$ cat config.mk
export PLATFORM = sky130hd
export DESIGN_NAME = byte_serial_sub
export DESIGN_NICKNAME = d
export VERILOG_FILES = /design/src/rtl/byte_serial_sub.sv
export SDC_FILE = /design/constraint.sdc
export NUM_CORES = 1
export LEC_CHECK = 0
export ABC_AREA = 0
export CAP_MARGIN = 15
export CORE_UTILIZATION = 51
export CTS_BUF_LIST = sky130_fd_sc_hd__clkbuf_8 sky130_fd_sc_hd__clkbuf_16
export DETAILED_ROUTE_END_ITERATION = 12
export HOLD_SLACK_MARGIN = 0.02
export PLACE_DENSITY = 0.86
export RECOVER_POWER = 50
export SLEW_MARGIN = 30
export SYNTH_ARGS = -nofsm -noshare
export SYNTH_HDL_FRONTEND = slang
export SYNTH_SLANG_ARGS = --single-unit
$ cat constraint.sdc
create_clock -name clk -period 4.3 [get_ports clk]
set_clock_uncertainty 0.1 [all_clocks]
set_input_delay 1.29 -clock clk [delete_from_list [all_inputs] [get_ports clk]]
set_output_delay 1.29 -clock clk [all_outputs]
set_load 0.02 [all_outputs]
$ cat src/rtl/byte_serial_sub.sv
// Byte-serial 32-bit subtractor: one carry-lookahead byte per cycle, IDLE/RUN/DONE FSM.
// Optional signed-overflow output enabled by defining BSS_OVERFLOW_EN.
module byte_serial_sub (
    input  logic        clk,
    input  logic        rst_n,
    input  logic        start,
    input  logic [31:0] a,
    input  logic [31:0] b,
    output logic        busy,
    output logic        done,
    output logic [31:0] diff,
    output logic        borrow
`ifdef BSS_OVERFLOW_EN
    ,
    output logic        ovf
`endif
);
    localparam logic [1:0] IDLE = 2'd0;
    localparam logic [1:0] RUN  = 2'd1;
    localparam logic [1:0] DONE = 2'd2;

    logic [1:0]  state;
    logic [31:0] a_r, b_r;
    logic [1:0]  idx;
    logic        carry;
    logic [7:0]  a_byte, b_byte, g, p, sum;
    logic [8:0]  c;

    // Every carry is a flat sum of products of g, p and the incoming carry,
    // so no carry depends on a neighbouring carry.
    function automatic logic [8:0] cla_carries(input logic [7:0] gi, input logic [7:0] pi,
                                               input logic cin);
        logic [8:0] cc;
        logic       term;
        cc[0] = cin;
        for (int i = 0; i < 8; i++) begin
            cc[i+1] = gi[i];
            for (int j = 0; j < i; j++) begin
                term = gi[j];
                for (int k = j + 1; k <= i; k++) term = term & pi[k];
                cc[i+1] = cc[i+1] | term;
            end
            term = cin;
            for (int k = 0; k <= i; k++) term = term & pi[k];
            cc[i+1] = cc[i+1] | term;
        end
        return cc;
    endfunction

    always_comb begin
        a_byte = a_r[{idx, 3'b000} +: 8];
        b_byte = b_r[{idx, 3'b000} +: 8];
        g      = a_byte & ~b_byte;
        p      = a_byte | ~b_byte;
        c      = cla_carries(g, p, carry);
        sum    = a_byte ^ ~b_byte ^ c[7:0];
    end

    assign busy = (state != IDLE);
    assign done = (state == DONE);

    always_ff @(posedge clk or negedge rst_n) begin
        if (!rst_n) begin
            state  <= IDLE;
            a_r    <= '0;
            b_r    <= '0;
            idx    <= '0;
            carry  <= 1'b1;
            diff   <= '0;
            borrow <= 1'b0;
`ifdef BSS_OVERFLOW_EN
            ovf    <= 1'b0;
`endif
        end else begin
            case (state)
                IDLE: begin
                    if (start) begin
                        a_r   <= a;
                        b_r   <= b;
                        diff  <= '0;
                        idx   <= '0;
                        carry <= 1'b1;
                        state <= RUN;
                    end
                end
                RUN: begin
                    diff[{idx, 3'b000} +: 8] <= sum;
                    carry <= c[8];
                    idx   <= idx + 2'd1;
                    // Last byte goes straight to DONE; borrow is the inverted final carry.
                    if (idx == 2'd3) begin
                        borrow <= ~c[8];
`ifdef BSS_OVERFLOW_EN
                        ovf    <= c[7] ^ c[8];
`endif
                        state  <= DONE;
                    end
                end
                DONE:    state <= IDLE;
                default: state <= IDLE;
            endcase
        end
    end
endmodule

# --- Word-level counts from Yosys, hierarchy flattened ---
# Index checks and enable logic that the tools add are counted.
totals:
  regBits: 102
  latch_bits: 0
  ram_bits: 0
  romBits: 0
  output_inout_bits: 35
  wordCells: 113
  memories: 0
classes:
  n_addsub: 2
  n_mul: 0
  div_mod_pow: 0
  magnitude_cmp: 0
  eq_ne: 5
  n_shift: 4
  n_mux: 10
  bitwise_logic: 78
  n_reduce_logical: 7
op_table:
  columns: ["operator", "count"]
  rows:
  - ["one-hot mux 32 bit (2 select lines)", 1]
  - ["indexed part select 32 x 6 -> 8 bit", 2]
  - ["AND 1 bit", 36]
  - ["OR 1 bit", 36]
  - ["bitwise mux 32 bit", 1]
  - ["2-to-1 mux 32 bit", 1]
  - ["variable shift 8 x 7 -> 32 bit (first input constant)", 1]
  - ["indexed part select 8 x 7 -> 32 bit", 1]
  - ["XOR 8 bit", 2]
  - ["AND 8 bit", 1]
  - ["inverter 8 bit", 1]
  - ["OR 8 bit", 1]
  - ["one-hot mux 2 bit (2 select lines)", 2]
  - ["AND reduction 2 bit", 4]
  - ["negation 5 -> 7 bit", 1]
  - ["2-to-1 mux 2 bit", 3]
  - ["== test 2 bit (second input constant)", 2]
  - ["inequality test 2 bit (second input constant)", 2]
  - ["nonzero test 2 bit", 2]
  - ["adder 2 x 1 -> 2 bit (second input constant)", 1]
  - ["== test 2 x 1 -> 1 bit (second input constant)", 1]
  - ["logical NOT 2 bit", 1]
  - ["one-hot mux 1 bit (2 select lines)", 1]
  - ["2-to-1 mux 1 bit", 1]
  - ["inverter 1 bit", 1]

# --- Longest topological paths before layout ---
depth:
  depth_word: 20
  mapped_depth: 11
  mapped_depth_nobuf: 8

# --- Worst setup path before layout ---
# No wires, ideal clock.
synth_path:
  path_type: "reg-to-reg"
  from: "register idx[0]"
  to: "register diff[14]"
  setup_time_ps: 71
  t_arrival_ps: 3073
  required_time_ps: 4129
  slack_ps: 1057
  path_stages_with_launch: 12
  n_path_buf: 3
  path_cell_list: "dfrtp_1 buf_2 buf_2 mux4_2 inv_1 ha_1 nor2b_4 o21a_4 or4_1 buf_2 or3_1 nand4_1"
synth_between:
  elab_chain_cells: 20
  word_cells_on_any_way: 68
synth_lines:
  columns: ["item", "line_no", "source"]
  rows:
  - ["start, declared", "24", "logic [1:0] idx;"]
  - ["start signal, assigned", "89", "idx <= idx + 2'd1;"]
  - ["indexed part select 32 x 6 -> 8 bit", "52", "b_byte = b_r[{idx, 3'b000} +: 8];"]
  - ["inverter 8 bit", "53, 54, 56", null]
  - ["AND 8 bit or OR 8 bit (tied branches)", "53, 54", null]
  - ["AND 1 bit (6 in series)", "40", "for (int k = j + 1; k <= i; k++) term = term & pi[k];"]
  - ["OR 1 bit (6 in series)", "41", "cc[i+1] = cc[i+1] | term;"]
  - ["OR 1 bit", "45", "cc[i+1] = cc[i+1] | term;"]
  - ["XOR 8 bit", "56", "sum = a_byte ^ ~b_byte ^ c[7:0];"]
  - ["indexed part select 8 x 7 -> 32 bit", "87", "diff[{idx, 3'b000} +: 8] <= sum;"]
  - ["bitwise mux 32 bit *", "87", null]
  - ["one-hot mux 32 bit (2 select lines) *", "75", "case (state)"]
  - ["end signal, assigned by index", "87", null]
  - ["end, declared", "11", "output logic [31:0] diff,"]
# Every way passes the cells marked *; elsewhere a longest branch is shown, timed or not.
# A chain may end at the register's enable or synchronous reset.

# --- Final worst setup path ---
# Same ends and word-level chain as after synthesis.

==> flow_metrics.env <==
export IMPL_cts_root_buf="clkbuf_8"
export IMPL_max_cap_violations=1
export IMPL_syn_area_per_cell_sq_um=13.0
export IMPL_r2r_end="diff[14]$_DFFE_PN0P_"
export IMPL_syn_nets=468
export IMPL_synthCells=380
export IMPL_post_place_ws_ns=1.08
export IMPL_yosys_warnings=0
export IMPL_cp_max_fo=16
export IMPL_ys_seq_elements=102
export IMPL_cts_setup_buffers=0
export IMPL_grt_pass1_vias=3471
export IMPL_via_per_inst=5.57
export IMPL_cts_clk_slew_worst_paths_ns=0.10
export IMPL_violations="max-capacitance violations, max-slew violations"
export IMPL_grt_max_degree=66
export IMPL_grtUsageTotal=0.218
export IMPL_syn_area_sq_mm=0.00494
export IMPL_instances_no_fill=616
export IMPL_dieArea_sq_mm=0.0101
export IMPL_io_buffers=101
export IMPL_holdPathEnd="diff[17]$_DFFE_PN0P_"
export IMPL_core_area_sq_mm=0.00933
export IMPL_insertion_delay_ns=0.36
export IMPL_final_common_cell="dfrtp_1"
export IMPL_worstHoldStart="diff[17]$_DFFE_PN0P_"
export IMPL_cp_required_ns=4.48
export IMPL_setup_violations_final=0
export IMPL_cts_tree="done"
export IMPL_critical_path_arrival_ns=3.51
export IMPL_rr_worst_depth=9
export IMPL_status="finished, violations left"
export IMPL_grt_overflow=0
export IMPL_rsz0062_at_grt="false"
export IMPL_row_count=35
export IMPL_clock_path_buffers=2
export IMPL_dp_cells=600
export IMPL_powerDensity_mw_per_mm2=856
export IMPL_fmax_mhz=300
export IMPL_n_antenna_cell=0
export IMPL_gp_congestion=0.911
export IMPL_crit_path_start_kind="register"
export IMPL_boundaryPins=102
export IMPL_fin_crit_ns=3.33
export IMPL_final_nets=570
export IMPL_setup_ws_ns=0.971
export IMPL_cts_hold_buf=0
export IMPL_path_class="reg2reg"
export IMPL_drc=0
export IMPL_die_h_um=100
export IMPL_floorplan_initialDensity=0.529
export IMPL_holdPathStages=2
export IMPL_drive_gt1_frac=0.222
export IMPL_routed_wl_um=10500
export IMPL_final_cell_mix="dfrtp_1, clkdlybuf4s50_1, mux2_2"
export IMPL_path_cells="buf_4 -> mux4_2 -> inv_1 -> ha_1 -> nor2b_4 -> o21a_4 -> or4_1 -> or3_1 -> nand4_1"
export IMPL_fin_crit_sh=0.774
export IMPL_cts_resized=0
export IMPL_final_antenna_net_count=0
export IMPL_vdd_ir_drop_max_mv=0.400
export IMPL_antenna_found_initial=0
export IMPL_seq_area_frac_synth=0.517
export IMPL_async_flop_share=1.00
export IMPL_num_vias=3431
export IMPL_r2r_slack_ns=0.97
export IMPL_netlist_cell_type_count=45
export IMPL_fin_util=0.672
export IMPL_r2r_start="idx[0]$_DFFE_PN0P_"
export IMPL_firstDrtPassIters=4
export IMPL_die_w_um=100
export IMPL_p_leak_nw=2.75
export IMPL_synth_main_ff_cell="dfrtp_1"
export IMPL_slew_headroom=-0.0434
export IMPL_dp_hpwl_um=7880
export IMPL_finalHoldViolations=0
export IMPL_hold_path_class="reg2reg"
export IMPL_max_stage_delay_ns=0.61
export IMPL_drt_initial_drc_count=121
export IMPL_synth_edf_count=0
export IMPL_cts_sinks=102
export IMPL_drv_slew=66
export IMPL_worst_pin_slew_ns=1.57
export IMPL_grt_first_pass_wirelength_um=16800
export IMPL_fin_total_pwr_mw=5.37
export IMPL_setup_tns_final_ns=0
export IMPL_htree_levels=3
export IMPL_cts_buffers=9
export IMPL_cp_slowest_cell="or4_1"
export IMPL_syn_to_final_growth_pct=26.9
export IMPL_endpoint_kind="register"
export IMPL_wire_per_inst_um=17.1
## worst max-delay path, delay by kind of cell, from the launching register on
| family | cells | cell delay (ns) |
|---|---|---|
| simple gates | 4 | 1.18 |
| mux | 1 | 0.56 |
| flops | 1 | 0.49 |
| buf+inv | 2 | 0.48 |
| fa+ha+maj | 1 | 0.21 |
| compound gates | 1 | 0.21 |
## report_power, final
group | switching (mW) | internal [mW]
clock network | 0.312 | 0.262
logic | 1.64 | 1.48
registers | 0.279 | 1.39
total | 2.23 | 3.14
## synth_stat cells (all sizes together) (3+ instances only)
master    n  share of area
a21o      5         0.0076
a21oi     5         0.0051
a22o     13          0.023
a32o      3         0.0061
buf      10         0.0099
clkbuf    4         0.0030
dfrtp   101           0.51
ha       20          0.051
inv      27          0.021
mux2     65           0.15
mux2i     3         0.0061
mux4     16          0.073
nand2    24          0.018
nand2b    6         0.0076
nand3     3         0.0030
nor2     10         0.0076
nor2b     6         0.0091
nor3      4         0.0041
o21ai    19          0.019
or3       4         0.0051
## cell families after synthesis
group	count (synthesis)	synth area share
buf+inv	41	0.0334
compound gates	58	0.0859
mux	84	0.227
xor+xnor	3	0.00532
simple gates	71	0.0760
fa+ha+maj	21	0.0547
flops	102	0.517
## per-stage QoR
stage               hold WS, ns  instance area (sq um)
floorplan                 0.375                   4940
global placement          0.362                   6090
detailed placement        0.373                   6090
CTS                       0.395                   6280
global route              0.413                   6270
finish                    0.389                   6270
## state kept, by name, summed over array words and instances (netlist names)
register,cells
state,2
borrow,1
diff,32
b_r,32
a_r,32
carry,1
idx,2
## worst max-delay path by stage
stage | from | to | slack, ns | cells past startpoint
floorplan | idx[0]$_DFFE_PN0P_ | diff[14]$_DFFE_PN0P_ | 1.06 | 11
global placement | idx[0]$_DFFE_PN0P_ | diff[14]$_DFFE_PN0P_ | 1.16 | 9
detailed placement | idx[0]$_DFFE_PN0P_ | diff[14]$_DFFE_PN0P_ | 1.08 | 9
CTS | idx[0]$_DFFE_PN0P_ | diff[14]$_DFFE_PN0P_ | 0.99 | 9
global route | rst_n | a_r[24]$_DFFE_PN0P_ | 0.75 | 2
finish | idx[0]$_DFFE_PN0P_ | diff[14]$_DFFE_PN0P_ | 0.97 | 9
## layout make-up
class	instances	area [sq um]
Clock buffer	9	124
Clock inverter	7	60.1
Sequential cell	102	2550
Multi-Input combinational cell	237	2230
Fill cell	680	3060
Tap cell	129	161
Timing Repair Buffer	105	1040
Inverter	27	101
## routing by layer
metal | global-route usage | vias up | share of wire
li1 | - | 1567 | -
met1 | 0.287 | 1723 | 0.43
met2 | 0.368 | 124 | 0.50
met3 | 0.0348 | 17 | 0.059
met4 | 0.0792 | 0 | 0.016
met5 | 0 | - | 0
No activity file was read; power rests on OpenSTA's default activity.
